### config.mk
export PLATFORM = sky130hd
export DESIGN_NAME = vram_fill_engine_flat
export DESIGN_NICKNAME = d
export VERILOG_FILES = /design/src/rtl/vram_fill_engine_if.sv /design/src/rtl/vram_fill_engine.sv /design/src/flat_wrapper.sv
export SDC_FILE = /design/constraint.sdc
export NUM_CORES = 1
export LEC_CHECK = 0
export CELL_PAD_IN_SITES_DETAIL_PLACEMENT = 1
export CELL_PAD_IN_SITES_GLOBAL_PLACEMENT = 2
export CORE_ASPECT_RATIO = 0.7
export CORE_UTILIZATION = 26
export CTS_BUF_LIST = sky130_fd_sc_hd__clkbuf_16
export DETAILED_ROUTE_END_ITERATION = 10
export PLACE_DENSITY_LB_ADDON = 0.1
export REMOVE_ABC_BUFFERS = 1
export SLEW_MARGIN = 15
export SYNTH_ARGS = -nofsm -noshare
export SYNTH_HDL_FRONTEND = slang
export SYNTH_SLANG_ARGS = --single-unit
### constraint.sdc
create_clock -name clk -period 2.6 [get_ports clk]
set_clock_uncertainty 0.2 [all_clocks]
set_input_delay 0.39 -clock clk [delete_from_list [all_inputs] [get_ports clk]]
set_output_delay 0.39 -clock clk [all_outputs]
set_load 0.01 [all_outputs]
### src/rtl/vram_fill_engine_if.sv
// Bus bundle between the fill engine, the image ROM read port and the
// VRAM write port. blank arrives with the VRAM port because it
// decides when that port may be written.
interface vram_fill_engine_if #(
    parameter int DW      = 9,
    parameter int ROM_AW  = 12,
    parameter int VRAM_AW = 11
);
    logic [ROM_AW-1:0]  rom_addr;
    logic [DW-1:0]      rom_data;
    logic [VRAM_AW-1:0] vram_addr;
    logic [DW-1:0]      vram_wdata;
    logic               vram_wre;
    logic               blank;

    modport master (
        output rom_addr, vram_addr, vram_wdata, vram_wre,
        input  rom_data, blank
    );

    modport slave (
        input  rom_addr, vram_addr, vram_wdata, vram_wre,
        output rom_data, blank
    );
endinterface

### src/rtl/vram_fill_engine.sv
// Streams DEPTH words from a synchronous-read image ROM into the LCD
// video RAM. Writes happen only during blanking, at one word per clock,
// and stall without loss when blank drops.
//
// state | meaning
// IDLE  | waiting for start
// PRIME | one cycle presenting word 0 to the ROM
// WRITE | writing one word on every cycle where blank=1
module vram_fill_engine #(
    parameter int DW       = 9,
    parameter int ROM_AW   = 12,
    parameter int VRAM_AW  = 11,
    parameter int DEPTH    = 2048,
    parameter int ROM_BASE = 0
) (
    input  logic                  clk,
    input  logic                  rst,
    input  logic                  start,
    input  logic                  loop_en,
    input  logic                  abort,
    output logic                  busy,
    output logic                  done,
    output logic [7:0]            pass_cnt,
    vram_fill_engine_if.master    bus
);
    localparam int          IW         = $clog2(DEPTH) + 1;
    localparam logic [31:0] ROM_BASE_U = 32'(ROM_BASE);

    typedef enum logic [1:0] {IDLE, PRIME, WRITE} state_t;

    state_t        state, state_nxt;
    logic [IW-1:0] idx, idx_nxt;
    logic [7:0]    pass_nxt;
    logic          done_nxt;
    logic          fire;
    logic          last;

    // Next-state and datapath decisions; abort overrides everything.
    always_comb begin
        state_nxt = state;
        idx_nxt   = idx;
        pass_nxt  = pass_cnt;
        done_nxt  = 1'b0;
        fire      = (state == WRITE) && bus.blank && !abort;
        last      = (idx == IW'(DEPTH - 1));
        if (abort) begin
            state_nxt = IDLE;
            idx_nxt   = '0;
        end else begin
            case (state)
                IDLE:  if (start) state_nxt = PRIME;
                PRIME: state_nxt = WRITE;
                WRITE: begin
                    if (fire) begin
                        if (last) begin
                            idx_nxt   = '0;
                            done_nxt  = 1'b1;
                            pass_nxt  = pass_cnt + 8'd1;
                            state_nxt = loop_en ? PRIME : IDLE;
                        end else begin
                            idx_nxt = idx + IW'(1);
                        end
                    end
                end
                default: state_nxt = IDLE;
            endcase
        end
    end

    // Look one word ahead on a write so the ROM output tracks idx after the edge.
    always_comb begin
        bus.rom_addr   = ROM_AW'(ROM_BASE_U + 32'(idx) + 32'(fire));
        bus.vram_addr  = VRAM_AW'(idx);
        bus.vram_wdata = bus.rom_data;
        bus.vram_wre   = fire;
        busy           = (state != IDLE);
    end

    // State, word index, done pulse and pass counter registers.
    always_ff @(posedge clk or negedge rst) begin
        if (!rst) begin
            state    <= IDLE;
            idx      <= '0;
            done     <= 1'b0;
            pass_cnt <= 8'd0;
        end else begin
            state    <= state_nxt;
            idx      <= idx_nxt;
            done     <= done_nxt;
            pass_cnt <= pass_nxt;
        end
    end
endmodule

### src/flat_wrapper.sv
// flat-port wrapper written by rule: the top's interface ports become plain ports
module vram_fill_engine_flat 
#(
    parameter int DW       = 9,
    parameter int ROM_AW   = 12,
    parameter int VRAM_AW  = 11,
    parameter int DEPTH    = 2048,
    parameter int ROM_BASE = 0
)
  (clk, rst, start, loop_en, abort, busy, done, pass_cnt, bus_rom_addr, bus_vram_addr, bus_vram_wdata, bus_vram_wre, bus_rom_data, bus_blank);
  vram_fill_engine_if #(.DW(DW), .ROM_AW(ROM_AW), .VRAM_AW(VRAM_AW)) bus_i ();
  input  logic clk;
  input  logic rst;
  input  logic start;
  input  logic loop_en;
  input  logic abort;
  output logic busy;
  output logic done;
  output logic [7:0] pass_cnt;
  output wire logic [$bits(bus_i.rom_addr)-1:0] bus_rom_addr;
  output wire logic [$bits(bus_i.vram_addr)-1:0] bus_vram_addr;
  output wire logic [$bits(bus_i.vram_wdata)-1:0] bus_vram_wdata;
  output wire logic [$bits(bus_i.vram_wre)-1:0] bus_vram_wre;
  input wire logic [$bits(bus_i.rom_data)-1:0] bus_rom_data;
  input wire logic [$bits(bus_i.blank)-1:0] bus_blank;
  assign bus_rom_addr = bus_i.rom_addr;
  assign bus_vram_addr = bus_i.vram_addr;
  assign bus_vram_wdata = bus_i.vram_wdata;
  assign bus_vram_wre = bus_i.vram_wre;
  assign bus_i.rom_data = bus_rom_data;
  assign bus_i.blank = bus_blank;
  vram_fill_engine #(.DW(DW), .ROM_AW(ROM_AW), .VRAM_AW(VRAM_AW), .DEPTH(DEPTH), .ROM_BASE(ROM_BASE)) u_core (.clk(clk), .rst(rst), .start(start), .loop_en(loop_en), .abort(abort), .busy(busy), .done(done), .pass_cnt(pass_cnt), .bus(bus_i));
endmodule
==> summary.log <==
qor: outcome.outcome completed
qor: logic_synthesis.ys_top_cells_by_count dfrtp_1, buf_4, xnor2_1
qor: logic_synthesis.ys_types 43
qor: logic_synthesis.yosys.area.top_type_share 0.359
qor: logic_synthesis.synth-edff-count 0
qor: sta.report.final.slew_viol_count 0
qor: floorplan.dieArea 0.00649 sq mm
qor: sta.setup_ws 104 ps
qor: logic_synthesis.postSynthRegisterBits 23
qor: global_routing.grt_use_total 0.153
qor: critical_path.worst-endpoint-arrival 1910 ps
qor: drt.first_pass_iters 4
qor: floorplan.placeableCoreArea 0.00584 sq mm
qor: critical_path.critical_path_capture_point_type output port
qor: placed_design.dp_hpwl 3.52 mm
qor: placed_design.gp_weighted_congestion 0.756
qor: layout.layout.filler_cells 676
qor: power.total_power_after_layout 766 uW
qor: layout.fin_nets 226
qor: global_routing.grt_start_max_net_pins 24
qor: placed_design.preCtsSetupSlack -683 ps
qor: global_routing.grt_pass1_wl 7.15 mm
qor: clock_network.path_clk_slew 60 ps
qor: clock_network.holdBufCountCts 0
qor: logic_synthesis.synth.most_common_cell dfrtp_1
qor: global_routing.grt_overflow 0
qor: logic_synthesis.synth_cells 163
qor: drt.avgRoutedWirePerCell 16.2 microns
qor: floorplan.die-height 67.7 microns
qor: sta.final-setup-viol-count 0
qor: drt.vias_per_cell 4.60
qor: logic_synthesis.asyncSetResetFlopFracSynth 1.00
qor: sta.fin_hold_ws 271 ps
qor: placed_design.port_buffers 39
qor: critical_path.crit_type in2out
qor: logic_synthesis.synth_sequential_area_ratio 0.359
qor: logic_synthesis.syn-mean-instance-area 9.84 sq um
qor: floorplan.design.portCount 58
qor: logic_synthesis.syn_area 0.00160 sq mm
qor: clock_network.h-tree-depth 1
qor: drt.route.detailed.drc 0
qor: drt.detailroute.via_count 1,287
qor: critical_path.worst-endpoint-required 2010 ps
qor: sta.slew_headroom 0.601
qor: logic_synthesis.synth-main-ff-cell dfrtp_1
qor: job.max-cap-violations 0
qor: global_routing.number_of_global_route_vias_before_repair 1,360
qor: logic_synthesis.most_area_consuming_cells_after_synthesis dfrtp_1, buf_4, xnor2_1, ha_1, xor2_1
qor: clock_network.tritoncts done
qor: global_routing.antenna_found_initial 0
qor: power.irDropWorstVdd 0.208 mV
qor: sta.timing.final.crit_share 0.960
qor: power.leakage 0.973 nW
qor: floorplan.rows 23
qor: logic_synthesis.yosysWarningCount 0
qor: sta.finalHoldViolations 0
qor: layout.multi_input_comb_area 850 sq um
qor: sta.fin_crit 2500 ps
qor: drt.drt_wl_total 4.52 mm
qor: drt.antenna_violating_nets_post_route 0
qor: sta.max_slew.worst_pin.slew 597 ps
qor: layout.area_growth 36.5%
qor: critical_path.timing.critical_path.fanout_max 3
qor: layout.n_antenna_cell 0
qor: clock_network.clock_latency 260 ps
qor: layout.layout.core_utilization 0.375
qor: clock_network.ctsLongestPathBuffers 2
qor: floorplan.initial_utilization 0.275
qor: layout.seq_area 577 sq um
qor: floorplan.floorplan.die.width 95.9 microns
qor: layout.drive_above_1_share 0.273
qor: hold_path.hp-class reg2reg
qor: power.power.density_cell_area 350 mW/mm^2
qor: sta.clock.fmax 401 MHz
qor: clock_network.clock_sink_total 23
qor: drt.drt-initial-drc-count 31
qor: clock_network.clock_tree.root_cell clkbuf_16
qor: clock_network.cts_buffers 3
qor: logic_synthesis.synth_largest_area_cell dfrtp_1
qor: critical_path.critPathLaunchType primary input
## routing by layer
metal | part of all wire | vias up | global-route usage | wire (microns)
met1 | 0.49 | 610 | 0.207 | 2240
met2 | 0.44 | 45 | 0.236 | 1970
met5 | 0 | - | 0 | 0
met3 | 0.058 | 5 | 0.0450 | 264
met4 | 0.011 | 0 | 0.0448 | 51
li1 | - | 627 | - | -
## timing repair
action / in CTS / in global routing
endpoints found under the setup margin: 11 / 8
pin swaps: 4 / 2
resized for setup: 31 / 9
setup buffers: 1 / 3
## critical path: stages
cell and delay (ps):
dlygate4sd2_1 260, nand4bb_4 260, inv_4 110, ha_4 120
nand3_2 90, nor3_2 160, buf_4 140, xnor2_1 120
clkdlybuf4s15_1 260
## final cells by class
class / count / area share
Clock buffer: 3 / 0.0343
Clock inverter: 1 / 0.00229
Inverter: 3 / 0.00629
Multi-Input combinational cell: 110 / 0.388
Sequential cell: 23 / 0.263
Tap cell: 75 / 0.0429
Timing Repair Buffer: 65 / 0.263
## kinds of logic (layout without fill, tap and decap cells)
family | count (synthesis) | in the layout | synth area share
fa+ha+maj | 5 | 5 | 0.0390
compound gates | 16 | 16 | 0.0593
xor+xnor | 20 | 20 | 0.109
flops | 23 | 23 | 0.359
mux | 4 | 4 | 0.0289
simple gates | 65 | 65 | 0.259
buf+inv | 30 | 72 | 0.146
## layout by cell type, fill, tap and decap left out, drive strengths merged, types with 2 or more instances in the layout
cell type,Yosys,layout
nand2,12,12
nor2,9,9
inv,3,3
xnor2,14,14
buf,22,28
nor3,4,4
nand3,9,9
nand4,7,7
and3,3,3
mux2,2,2
mux2i,2,2
clkdlybuf4s50,0,27
ha,5,5
o21ai,3,3
and2,4,4
nor4,2,2
or2,2,2
or3,2,2
dlygate4sd2,0,6
and4,3,3
xor2,6,6
clkbuf,5,3
clkdlybuf4s15,0,4
a21oi,7,7
dfrtp,23,23
## report_power, final
group	switching (mW)	leakage (nW)	internal [mW]
clock network	0.132	0.0409	0.207
registers	0.00383	0.318	0.361
logic	0.0304	0.614	0.0318
total	0.166	0.973	0.600
## sequential cells by signal, indices dropped and copies added (netlist names)
register,cells
u_core.state,2
u_core.pass_cnt,8
u_core.idx,12
u_core.done,1
## final timing paths
check	start	endpoint	slack [ps]	cells past startpoint
min in group asynchronous	rst	u_core.idx[7]	300	2
min	u_core.pass_cnt[7]	u_core.pass_cnt[7]	270	1
min reg2reg	u_core.pass_cnt[7]	u_core.pass_cnt[7]	270	1
max in group asynchronous	rst	u_core.idx[4]	1640	2
max	abort	bus_rom_addr[7]	100	9
max reg2reg	u_core.idx[1]	u_core.pass_cnt[7]	330	6
## metrics by stage
| step | instances | TNS, ps | area, sq um |
|---|---|---|---|
| 2_1_floorplan | 136 | 0 | 1380 |
| 3_3_place_gp | 272 | -4940 | 2030 |
| 3_5_place_dp | 272 | -5430 | 2030 |
| 4_1_cts | 277 | 0 | 2130 |
| 5_1_grt | 280 | -0.381 | 2190 |
| 6_report | 280 | 0 | 2190 |
(Power assumes the default switching activity.)
